`src/rtl/uart_pkt_router_pkg.sv`:
```
// Shared types and constants for the UART packet router.
// Holds the router state enum, header constants, error-cause codes and a
// helper that sizes the word-index field.
package uart_pkt_router_pkg;

  typedef enum logic [1:0] {
    HDR        = 2'd0,
    CH_PAY     = 2'd1,
    LAUNCH_PAY = 2'd2
  } state_e;

  localparam logic [31:0] LAUNCH_HDR  = 32'hFFFF_FFFF;
  localparam logic [7:0]  HDR_TAG     = 8'hFF;

  localparam logic [1:0]  ERR_NONE    = 2'd0;
  localparam logic [1:0]  ERR_HDR     = 2'd1;
  localparam logic [1:0]  ERR_TIMEOUT = 2'd2;

  // Width of a word index able to address max(a, b) words, never below 1.
  function automatic int unsigned idx_width(input int unsigned a, input int unsigned b);
    int unsigned m;
    m = (a > b) ? a : b;
    return (m > 1) ? $clog2(m) : 1;
  endfunction

endpackage

```
`src/rtl/uart_word_asm.sv`:
```
// Byte-to-word assembler with byte counter and idle timeout.
// Ports:
//   i_clk, i_rst_n   clock, async active-low reset
//   i_rx_data/valid  incoming byte and its one-cycle strobe
//   i_clear          drop window, byte count and idle count
//   i_armed          idle counter runs only while armed
//   o_word_nxt_c     window including the current byte (MSB first)
//   o_word_c         current byte completes a 4-byte group
//   o_eval_c         current byte gives at least 4 bytes since clear
//   o_partial_c      1..3 bytes held since clear
//   o_timeout_c      this is the last tolerated idle clock
module uart_word_asm
  import uart_pkt_router_pkg::*;
#(
  parameter int unsigned TIMEOUT_CYCLES = 20000
) (
  input  logic        i_clk,
  input  logic        i_rst_n,
  input  logic [7:0]  i_rx_data,
  input  logic        i_rx_valid,
  input  logic        i_clear,
  input  logic        i_armed,
  output logic [31:0] o_word_nxt_c,
  output logic        o_word_c,
  output logic        o_eval_c,
  output logic        o_partial_c,
  output logic        o_timeout_c
);

  localparam int unsigned IDLE_W = $clog2(TIMEOUT_CYCLES + 1);

  logic [31:0]       win_q;
  logic [1:0]        cnt_q;
  logic              full_q;
  logic [IDLE_W-1:0] idle_q;

  assign o_word_nxt_c = {win_q[23:0], i_rx_data};
  assign o_word_c     = i_rx_valid && (cnt_q == 2'd3);
  assign o_eval_c     = i_rx_valid && (full_q || (cnt_q == 2'd3));
  assign o_partial_c  = !full_q && (cnt_q != 2'd0);
  // A byte in the same cycle suppresses the timeout.
  assign o_timeout_c  = i_armed && !i_rx_valid &&
                        (idle_q == IDLE_W'(TIMEOUT_CYCLES - 1));

  // Shift window, group counter and idle counter.
  always_ff @(posedge i_clk or negedge i_rst_n) begin
    if (!i_rst_n) begin
      win_q  <= '0;
      cnt_q  <= '0;
      full_q <= 1'b0;
      idle_q <= '0;
    end else if (i_clear) begin
      win_q  <= '0;
      cnt_q  <= '0;
      full_q <= 1'b0;
      idle_q <= '0;
    end else if (i_rx_valid) begin
      win_q  <= o_word_nxt_c;
      cnt_q  <= cnt_q + 2'd1;
      if (cnt_q == 2'd3) full_q <= 1'b1;
      idle_q <= '0;
    end else if (i_armed) begin
      idle_q <= idle_q + IDLE_W'(1);
    end else begin
      idle_q <= '0;
    end
  end

endmodule

```
`src/rtl/uart_pkt_router.sv`:
```
// UART packet router: decodes launch/channel headers from a byte stream and
// emits per-word write strobes to DC channels or the launch register.
// Ports:
//   i_clk, i_rst_n        clock, async active-low reset
//   i_rx_data/i_rx_valid  received byte and one-cycle strobe
//   o_word, o_word_idx    assembled payload word and its index
//   o_ch_we               per-channel write strobe (multicast mask)
//   o_launch_we           launch-register write strobe
//   o_pkt_done            pulse with the final word strobe
//   o_err, o_err_code     error pulse and last cause (1 header, 2 timeout)
//   o_err_cnt             saturating error count
module uart_pkt_router
  import uart_pkt_router_pkg::*;
#(
  parameter int unsigned NUM_CHANNEL    = 4,
  parameter int unsigned CH_WORDS       = 8,
  parameter int unsigned LAUNCH_WORDS   = 4,
  parameter int unsigned TIMEOUT_CYCLES = 20000,
  localparam int unsigned IDX_W = idx_width(CH_WORDS, LAUNCH_WORDS)
) (
  input  logic                   i_clk,
  input  logic                   i_rst_n,
  input  logic [7:0]             i_rx_data,
  input  logic                   i_rx_valid,
  output logic [31:0]            o_word,
  output logic [IDX_W-1:0]       o_word_idx,
  output logic [NUM_CHANNEL-1:0] o_ch_we,
  output logic                   o_launch_we,
  output logic                   o_pkt_done,
  output logic                   o_err,
  output logic [1:0]             o_err_code,
  output logic [15:0]            o_err_cnt
);

  // Header bits above the channel field that must all be one.
  localparam logic [31:0] UPPER_MASK = 32'hFFFF_FFFF << (8 + NUM_CHANNEL);

  state_e                 state_q, state_d;
  logic [NUM_CHANNEL-1:0] mask_q, mask_d;
  logic [IDX_W-1:0]       wcnt_q, wcnt_d;

  logic [31:0]            word_d;
  logic [IDX_W-1:0]       idx_d;
  logic [NUM_CHANNEL-1:0] ch_we_d;
  logic                   launch_we_d, done_d, err_d;
  logic [1:0]             err_code_d;
  logic [15:0]            err_cnt_d;

  logic [31:0]            word_nxt_c;
  logic                   word_c, eval_c, partial_c, timeout_c;
  logic                   clear_c, armed_c;
  logic [NUM_CHANNEL-1:0] hdr_mask_c;
  logic                   is_launch_c, is_ch_c, last_word_c;

  uart_word_asm #(
    .TIMEOUT_CYCLES (TIMEOUT_CYCLES)
  ) u_asm (
    .i_clk        (i_clk),
    .i_rst_n      (i_rst_n),
    .i_rx_data    (i_rx_data),
    .i_rx_valid   (i_rx_valid),
    .i_clear      (clear_c),
    .i_armed      (armed_c),
    .o_word_nxt_c (word_nxt_c),
    .o_word_c     (word_c),
    .o_eval_c     (eval_c),
    .o_partial_c  (partial_c),
    .o_timeout_c  (timeout_c)
  );

  // Header decode on the window that includes the current byte.
  assign hdr_mask_c  = ~word_nxt_c[8 +: NUM_CHANNEL];
  assign is_launch_c = (word_nxt_c == LAUNCH_HDR);
  assign is_ch_c     = (word_nxt_c[7:0] == HDR_TAG) && (hdr_mask_c != '0) &&
                       ((word_nxt_c & UPPER_MASK) == UPPER_MASK);
  assign last_word_c = (state_q == LAUNCH_PAY) ? (wcnt_q == IDX_W'(LAUNCH_WORDS - 1))
                                               : (wcnt_q == IDX_W'(CH_WORDS - 1));
  assign armed_c     = (state_q != HDR) || partial_c;

  // State and output registers.
  always_ff @(posedge i_clk or negedge i_rst_n) begin
    if (!i_rst_n) begin
      state_q     <= HDR;
      mask_q      <= '0;
      wcnt_q      <= '0;
      o_word      <= '0;
      o_word_idx  <= '0;
      o_ch_we     <= '0;
      o_launch_we <= 1'b0;
      o_pkt_done  <= 1'b0;
      o_err       <= 1'b0;
      o_err_code  <= ERR_NONE;
      o_err_cnt   <= '0;
    end else begin
      state_q     <= state_d;
      mask_q      <= mask_d;
      wcnt_q      <= wcnt_d;
      o_word      <= word_d;
      o_word_idx  <= idx_d;
      o_ch_we     <= ch_we_d;
      o_launch_we <= launch_we_d;
      o_pkt_done  <= done_d;
      o_err       <= err_d;
      o_err_code  <= err_code_d;
      o_err_cnt   <= err_cnt_d;
    end
  end

  // Next state and assembler window clear.
  always_comb begin
    state_d = state_q;
    clear_c = 1'b0;
    case (state_q)
      HDR: begin
        if (timeout_c) begin
          clear_c = 1'b1;
        end else if (eval_c && is_launch_c) begin
          state_d = LAUNCH_PAY;
          clear_c = 1'b1;
        end else if (eval_c && is_ch_c) begin
          state_d = CH_PAY;
          clear_c = 1'b1;
        end
      end
      CH_PAY, LAUNCH_PAY: begin
        if (timeout_c || (word_c && last_word_c)) begin
          state_d = HDR;
          clear_c = 1'b1;
        end
      end
      default: begin
        state_d = HDR;
        clear_c = 1'b1;
      end
    endcase
  end

  // Output, mask and word-counter next values.
  always_comb begin
    word_d      = o_word;
    idx_d       = o_word_idx;
    ch_we_d     = '0;
    launch_we_d = 1'b0;
    done_d      = 1'b0;
    err_d       = 1'b0;
    err_code_d  = o_err_code;
    err_cnt_d   = o_err_cnt;
    mask_d      = mask_q;
    wcnt_d      = wcnt_q;
    case (state_q)
      HDR: begin
        if (timeout_c) begin
          err_d      = 1'b1;
          err_code_d = ERR_TIMEOUT;
        end else if (eval_c) begin
          if (is_launch_c) begin
            wcnt_d = '0;
          end else if (is_ch_c) begin
            wcnt_d = '0;
            mask_d = hdr_mask_c;
          end else begin
            err_d      = 1'b1;
            err_code_d = ERR_HDR;
          end
        end
      end
      CH_PAY, LAUNCH_PAY: begin
        if (timeout_c) begin
          err_d      = 1'b1;
          err_code_d = ERR_TIMEOUT;
        end else if (word_c) begin
          word_d = word_nxt_c;
          idx_d  = wcnt_q;
          if (state_q == CH_PAY) ch_we_d = mask_q;
          else                   launch_we_d = 1'b1;
          wcnt_d = wcnt_q + IDX_W'(1);
          done_d = last_word_c;
        end
      end
      default: ;
    endcase
    if (err_d && (o_err_cnt != 16'hFFFF)) err_cnt_d = o_err_cnt + 16'd1;
  end

endmodule

```
`config.mk`:
```
export PLATFORM = sky130hd
export DESIGN_NAME = uart_pkt_router
export DESIGN_NICKNAME = d
export VERILOG_FILES = /design/src/rtl/uart_pkt_router_pkg.sv /design/src/rtl/uart_word_asm.sv /design/src/rtl/uart_pkt_router.sv
export SDC_FILE = /design/constraint.sdc
export NUM_CORES = 1
export LEC_CHECK = 0
export ABC_AREA = 1
export BUFFER_PORTS_ARGS = -buffer_cell sky130_fd_sc_hd__buf_4
export CAP_MARGIN = 15
export CELL_PAD_IN_SITES_DETAIL_PLACEMENT = 1
export CELL_PAD_IN_SITES_GLOBAL_PLACEMENT = 2
export CORE_MARGIN = 2
export CORE_UTILIZATION = 37
export CTS_CLUSTER_DIAMETER = 50
export DETAILED_ROUTE_END_ITERATION = 16
export MAX_ROUTING_LAYER = met4
export PLACE_DENSITY = 0.86
export SLEW_MARGIN = 10
export SYNTH_ARGS = -nofsm -noshare
export SYNTH_HDL_FRONTEND = slang
export SYNTH_HIERARCHICAL = 1
export SYNTH_SLANG_ARGS = --single-unit
```
`constraint.sdc`:
```
create_clock -name i_clk -period 3.9 [get_ports i_clk]
set_input_delay 0.39 -clock i_clk [delete_from_list [all_inputs] [get_ports i_clk]]
set_output_delay 0.39 -clock i_clk [all_outputs]
set_load 0.005 [all_outputs]
```
# Word-level counts from Yosys, hierarchy flattened
# Cells that the tools add are included.
[op_classes]
add_sub_neg = 4
eq_ne = 21
muxes = 51
bitwise_logic = 3
n_reduce_logical = 30
[ops]
columns = ["operator", "count"]
rows = [
  ["$mux 24", 2],
  ["$mux 15", 3],
  ["$eq 32x32->1 const B", 1],
  ["$mux 2", 11],
  ["$eq 20x20->1 const B", 1],
  ["$mux 1", 20],
  ["$mux 3", 6],
  ["$add 16x1->16 const B", 1],
  ["$mux 4", 4],
  ["$ne 16x16->1 const B", 1],
  ["$add 15x1->15 const B", 1],
  ["$eq 15x15->1 const B", 1],
  ["$ne 3x3->1 const B", 5],
  ["$ne 2x2->1 const B", 6],
  ["$logic_and 1x1->1", 11],
  ["$reduce_and 5->1", 2],
  ["$reduce_bool 2->1", 5],
  ["$eq 8x8->1 const B", 1],
  ["$pmux 2 s2", 2],
  ["$pmux 3 s2", 1],
  ["$reduce_and 3->1", 2],
  ["$reduce_and 6->1", 1],
  ["$eq 2x2->1 const B", 2],
  ["$not 4->4", 1],
  ["13 further kinds", 18],
]
[word_totals]
reg_bits = 111
in_bits = 11

# Longest topological paths before layout
[logic_depth]
word_depth = 11
mapped_depth = 18
ltp_nobuf = 17

# By module
# Netlist, hierarchy kept.
[modules_own_cells]
columns = ["mod", "n_inst", "cells_each", "area_per_inst_um2", "seq_area_each_um2"]
rows = [
  ["uart_pkt_router", 1, 407, 3285.7, 1726.7],
  ["uart_word_asm", 1, 228, 1966.9, 1051.0],
]

# Worst setup path before layout
# No wires, ideal clock.
[synth_timing]
path_type = "reg-to-reg"
startpoint = "register state_q[0]"
endpoint = "register u_asm.win_q[12]"
setup_ns = 0.082
t_arrival_ns = 2.316
t_required_ns = 3.818
path_slack_ns = 1.502
stages_incl_launch_ff = 18
path_buffers = 2
path_cell_list = "dfrtp_1 inv_1 ha_1 inv_1 or2_2 nand2_1 nor3_1 nand3_1 nor2_1 inv_1 nand2_1 a21oi_1 o21ai_0 inv_2 buf_4 nand2_2 buf_2 o22ai_1"
[synth_between]
elab_chain_len = 8
word_cells_on_any_way = 16
cone_classes = "2 x eq/ne; 5 x mux; 9 x reduce/logical"
[synth_rtl]
columns = ["element", "line_no", "rtl"]
rows = [
  ["start, declared", "uart_pkt_router.sv:38", "state_e state_q, state_d;"],
  ["start signal, assigned", "uart_pkt_router.sv:95", "state_q <= state_d;"],
  ["$reduce_bool 2->1 *", "uart_pkt_router.sv:78", "assign armed_c = (state_q != HDR) || partial_c;"],
  ["$logic_or 1x1->1 *", "uart_pkt_router.sv:78", ""],
  ["named net armed_c", "uart_pkt_router.sv:51", "logic clear_c, armed_c;"],
  ["$logic_and 1x1->1 * (2 in series)", "uart_word_asm.sv:42", "assign o_timeout_c = i_armed && !i_rx_valid &&"],
  ["named net timeout_c", "uart_pkt_router.sv:50", "logic word_c, eval_c, partial_c, timeout_c;"],
  ["$logic_or 1x1->1", "uart_pkt_router.sv:126", "if (timeout_c || (word_c && last_word_c)) begin"],
  ["$mux 1", "uart_pkt_router.sv:126", ""],
  ["$pmux 1 s2 *", "uart_pkt_router.sv:113", "case (state_q)"],
  ["named net clear_c", "uart_pkt_router.sv:51", ""],
  ["$mux 24 / $reduce_bool 2->1 (equally long branches)", "--", ""],
  ["end signal, assigned", "uart_word_asm.sv:58", "win_q <= o_word_nxt_c;"],
  ["end, declared", "uart_word_asm.sv:32", "logic [31:0] win_q;"],
]
# Mark *: on every way through the listed nets, which the timed path passes. The rest lies on a longest branch.
# A chain may end at the register's enable or synchronous reset.

# Worst setup path in the final report
[layout_timing]
startpoint = "register state_q[0]"
endpoint = "register u_asm.idle_q[6]"
[layout_between]
elab_chain_len = 8
word_cells_on_any_way = 17
cone_classes = "2 x eq/ne; 7 x mux; 8 x reduce/logical"
[layout_rtl]
columns = ["element", "line_no", "rtl"]
rows = [
  ["$reduce_bool 2->1 *", "uart_pkt_router.sv:78", ""],
  ["$logic_or 1x1->1 *", "uart_pkt_router.sv:78", ""],
  ["named net armed_c", "uart_pkt_router.sv:51", ""],
  ["$logic_and 1x1->1 * (2 in series)", "uart_word_asm.sv:42", ""],
  ["named net timeout_c", "uart_pkt_router.sv:50", ""],
  ["$logic_or 1x1->1", "uart_pkt_router.sv:126", ""],
  ["$mux 1", "uart_pkt_router.sv:126", ""],
  ["$pmux 1 s2 *", "uart_pkt_router.sv:113", ""],
  ["named net clear_c", "uart_pkt_router.sv:51", ""],
  ["$mux 15 *", "uart_word_asm.sv:52", "end else if (i_clear) begin"],
  ["end signal, assigned", "uart_word_asm.sv:63", "idle_q <= idle_q + IDLE_W'(1);"],
  ["end, declared", "uart_word_asm.sv:35", "logic [IDLE_W-1:0] idle_q;"],
]
# Marks and branches as above.

==> run metrics <==
most frequent cells in the layout 211 x nand2_1, 111 x dfrtp_1, 75 x buf_4, 56 x inv_1, 55 x nor2_1; crit path cell chain inv_1 -> ha_1 -> inv_1 -> or2_2 -> nand2_1 -> nor3_1 -> nand3_1 -> nor2_1 -> inv_1 -> nand2_1 -> a21oi_1 -> o21ai_0 -> inv_2 -> nand3_2 -> inv_2 -> o21ai_0 -> a21oi_1; Pre-antenna DRT Iters 4; area post-placement 5863 um^2; cell repeated most along the worst path inv_1; sequential share of power 0.529; Post-Synth XOR/XNOR Area 0.02001; area share of the largest cell type after synthesis 0.5288; switching pwr 649.4 uW; Final ANT Viol Nets 0; Max Cap Violations 0; CTS Hold Bufs 0; largest cells by area after synthesis dfrtp_1 53%, nand2_1 15%, inv_1 4.0%; Peak Freq 317.7 MHz; Max stage delay on crit path 0.43 ns; Hold WC Path Type in2async; YS warnings 6; total setup buffers inserted after CTS 0; setup TNS 0 ns; Die H 123.1 um; first-pass GRT wire length 22740 um; Reg clk slew, reported paths 0.07 ns; sequential share of the synthesized area 0.5288; CP endpoint kind register; final hold vios 0; worst r2r dst u_asm/idle_q[6]$_DFF_PN0_; H-tree depth 3; Most used DFF post-synth dfrtp_1; arrival time worst endpoint 3.42 ns; period utilization 0.8070; largest family of logic cells by synthesized area simple AND/OR/NAND/NOR gates; number of global-route vias before repair 4622; Pint 1.771 mW; R2R depth 17; post-cts resize count 0; drt drc 0; Avg WL per Cell 15.33 um; slowest CP cell dfrtp_1; Sw Ratio 0.2683; pre-CTS setup slack 0.7672 ns; commonest non-fill, non-tap cell in the layout nand2_1; EDFF count, synth 0; TritonCTS Buffers 9; CTS tree built; logic gate share of total power 0.101; post-synthesis adder-cell area fraction 0.02144; # clock sinks 111; Ant. Diodes 0; status completed; die area 15160 um^2; FF+latch count, synth 111; CP Launch Type register; critical path peak fanout 21; Design Power 2.421 mW; Synth area leader dfrtp_1; GPL Wtd Cong 0.7780; RSZ-0062 raised after global routing no; P per Cell Area 393.9 nW/um^2; Final Skew 0.007370 ns; max-slew violations 0; GRT overflow 0; worst-skew pair later-pin latency 0.35 ns; Core Box Area 13880 um^2; dpl hpwl 9655 um; r2r setup slk 0.75 ns; cell count after synthesis 635; simple-gate area share of the yosys netlist 0.2928; fin cells 878; Total GRT Usage 0.1961; Final Critical Period 3.147 ns; Final #Nets 713; critical path class reg2reg; design area 6145 um^2; ys async rst share 1.000; largest net degree at the start of global routing 81; RR Startpoint state_q[0]$_DFFE_PN0P_; # setup viols final 0; LEAKAGE 3.102 nW; Detailed Route Iter0 Violations 211; layout cells sized above 1 0.1576; mux cell area share after synthesis 0; Slew headroom 0.3072; Setup WS post-layout 0.7528 ns; maximum clock path buffer count 2; Slew @ Worst Pin 1.039 ns; number of port buffers 70; Post-Syn Area per Cell 8.272 um^2; Initial Util 0.3784; Post-Route WL 13460 um; total number of vias 4327; Layout area overhead 16.98%; DR vias/cell 4.928; Compound-Gate Fraction of Synth Area 0.05955; Cell variety after synth 30; maximum vdd drop 0.1959 mV; antenna violations before repair 0; clock share of power 0.369; Cell Rows 43; syn_nets 655; Mapped Area 5253 um^2; Crit path required time 4.18 ns; placed instance count 862; IO Count 71; Clock Tree Root clkbuf_16; Die X 123.1 um
layer usage:
layer / track usage / vias to the layer above / wire [um]
li1: - / 2131 / -
met1: 0.2485 / 2128 / 6179
met2: 0.3259 / 55 / 6767
met3: 0.02445 / 13 / 314
met4: 0.06605 / 0 / 203
met5: - / - / 0
stage by stage:
stage,utilization,hold WS (ns)
2_1_floorplan,-,0.09441
3_3_place_gp,0.4224,0.4543
3_5_place_dp,0.4224,0.4615
4_1_cts,0.4427,0.2537
5_1_grt,0.4427,0.2597
6_report,0.4427,0.2004
logic make-up (layout without fill, tap and decap cells):
logic type               after synthesis  in the layout
AO/OA/AOI/OAI                         60             60
XOR/XNOR                              12             12
AND/OR/NAND/NOR                      354            354
adder cells (fa/ha/maj)                9              9
flip-flops                           111            111
buffers and inverters                 89            152
Yosys cell counts (7+ instances only):
master / n
o22ai_1: 8
dfrtp_1: 111
nand3_1: 42
a21oi_1: 17
nand4_1: 24
buf_2: 7
o21ai_0: 30
inv_1: 56
nand2_1: 211
buf_4: 13
ha_1: 9
nor2_1: 55
worst max-delay path, delay by kind of cell (launching register included):
family	cells	cell delay [ns]
AO/OA/AOI/OAI	4	0.56
AND/OR/NAND/NOR	7	0.82
flip-flops	1	0.43
buffers and inverters	5	0.94
adder cells (fa/ha/maj)	1	0.30
area by class of cell:
class,instances,area [um^2]
fillers,1674,7736
flip-flops and latches,111,2778
multi-input cells,435,2068
repair buffers,75,563.0
clock buffers,11,242.7
inverters,61,229.0
well taps,180,225.2
clock inverters,5,38.79
worst max path at each step:
stage | cells past startpoint | endpoint | from
2_1_floorplan | 17 | u_asm/win_q[12]$_DFFE_PN0P_ | state_q[0]$_DFFE_PN0P_
3_3_place_gp | 17 | u_asm/idle_q[6]$_DFF_PN0_ | state_q[0]$_DFFE_PN0P_
3_5_place_dp | 17 | u_asm/idle_q[6]$_DFF_PN0_ | state_q[0]$_DFFE_PN0P_
4_1_cts | 17 | u_asm/idle_q[6]$_DFF_PN0_ | state_q[0]$_DFFE_PN0P_
5_1_grt | 17 | u_asm/idle_q[6]$_DFF_PN0_ | state_q[0]$_DFFE_PN0P_
6_report | 17 | u_asm/idle_q[6]$_DFF_PN0_ | state_q[0]$_DFFE_PN0P_
power by group through the flow:
stage | logic, mW | registers, mW | clock network [mW]
CTS | 0.252 | 1.28 | 0.924
detailed placement | 0.251 | 1.30 | 0
finish | 0.245 | 1.28 | 0.894
floorplan | 0.153 | 1.28 | 0
global route | 0.280 | 1.29 | 0.969
global placement | 0.240 | 1.30 | 0
flip-flops by register name, summed over array words and instances (netlist names):
signal and count:
mask_q 4, u_asm/win_q 24, o_ch_we 4, o_pkt_done 1, o_err_code 2, o_err 1, u_asm/cnt_q 2, wcnt_q 3
u_asm/idle_q 15, o_err_cnt 16, state_q 2, o_word 32, o_word_idx 3, u_asm/full_q 1, o_launch_we 1
(Power assumes the default switching activity.)
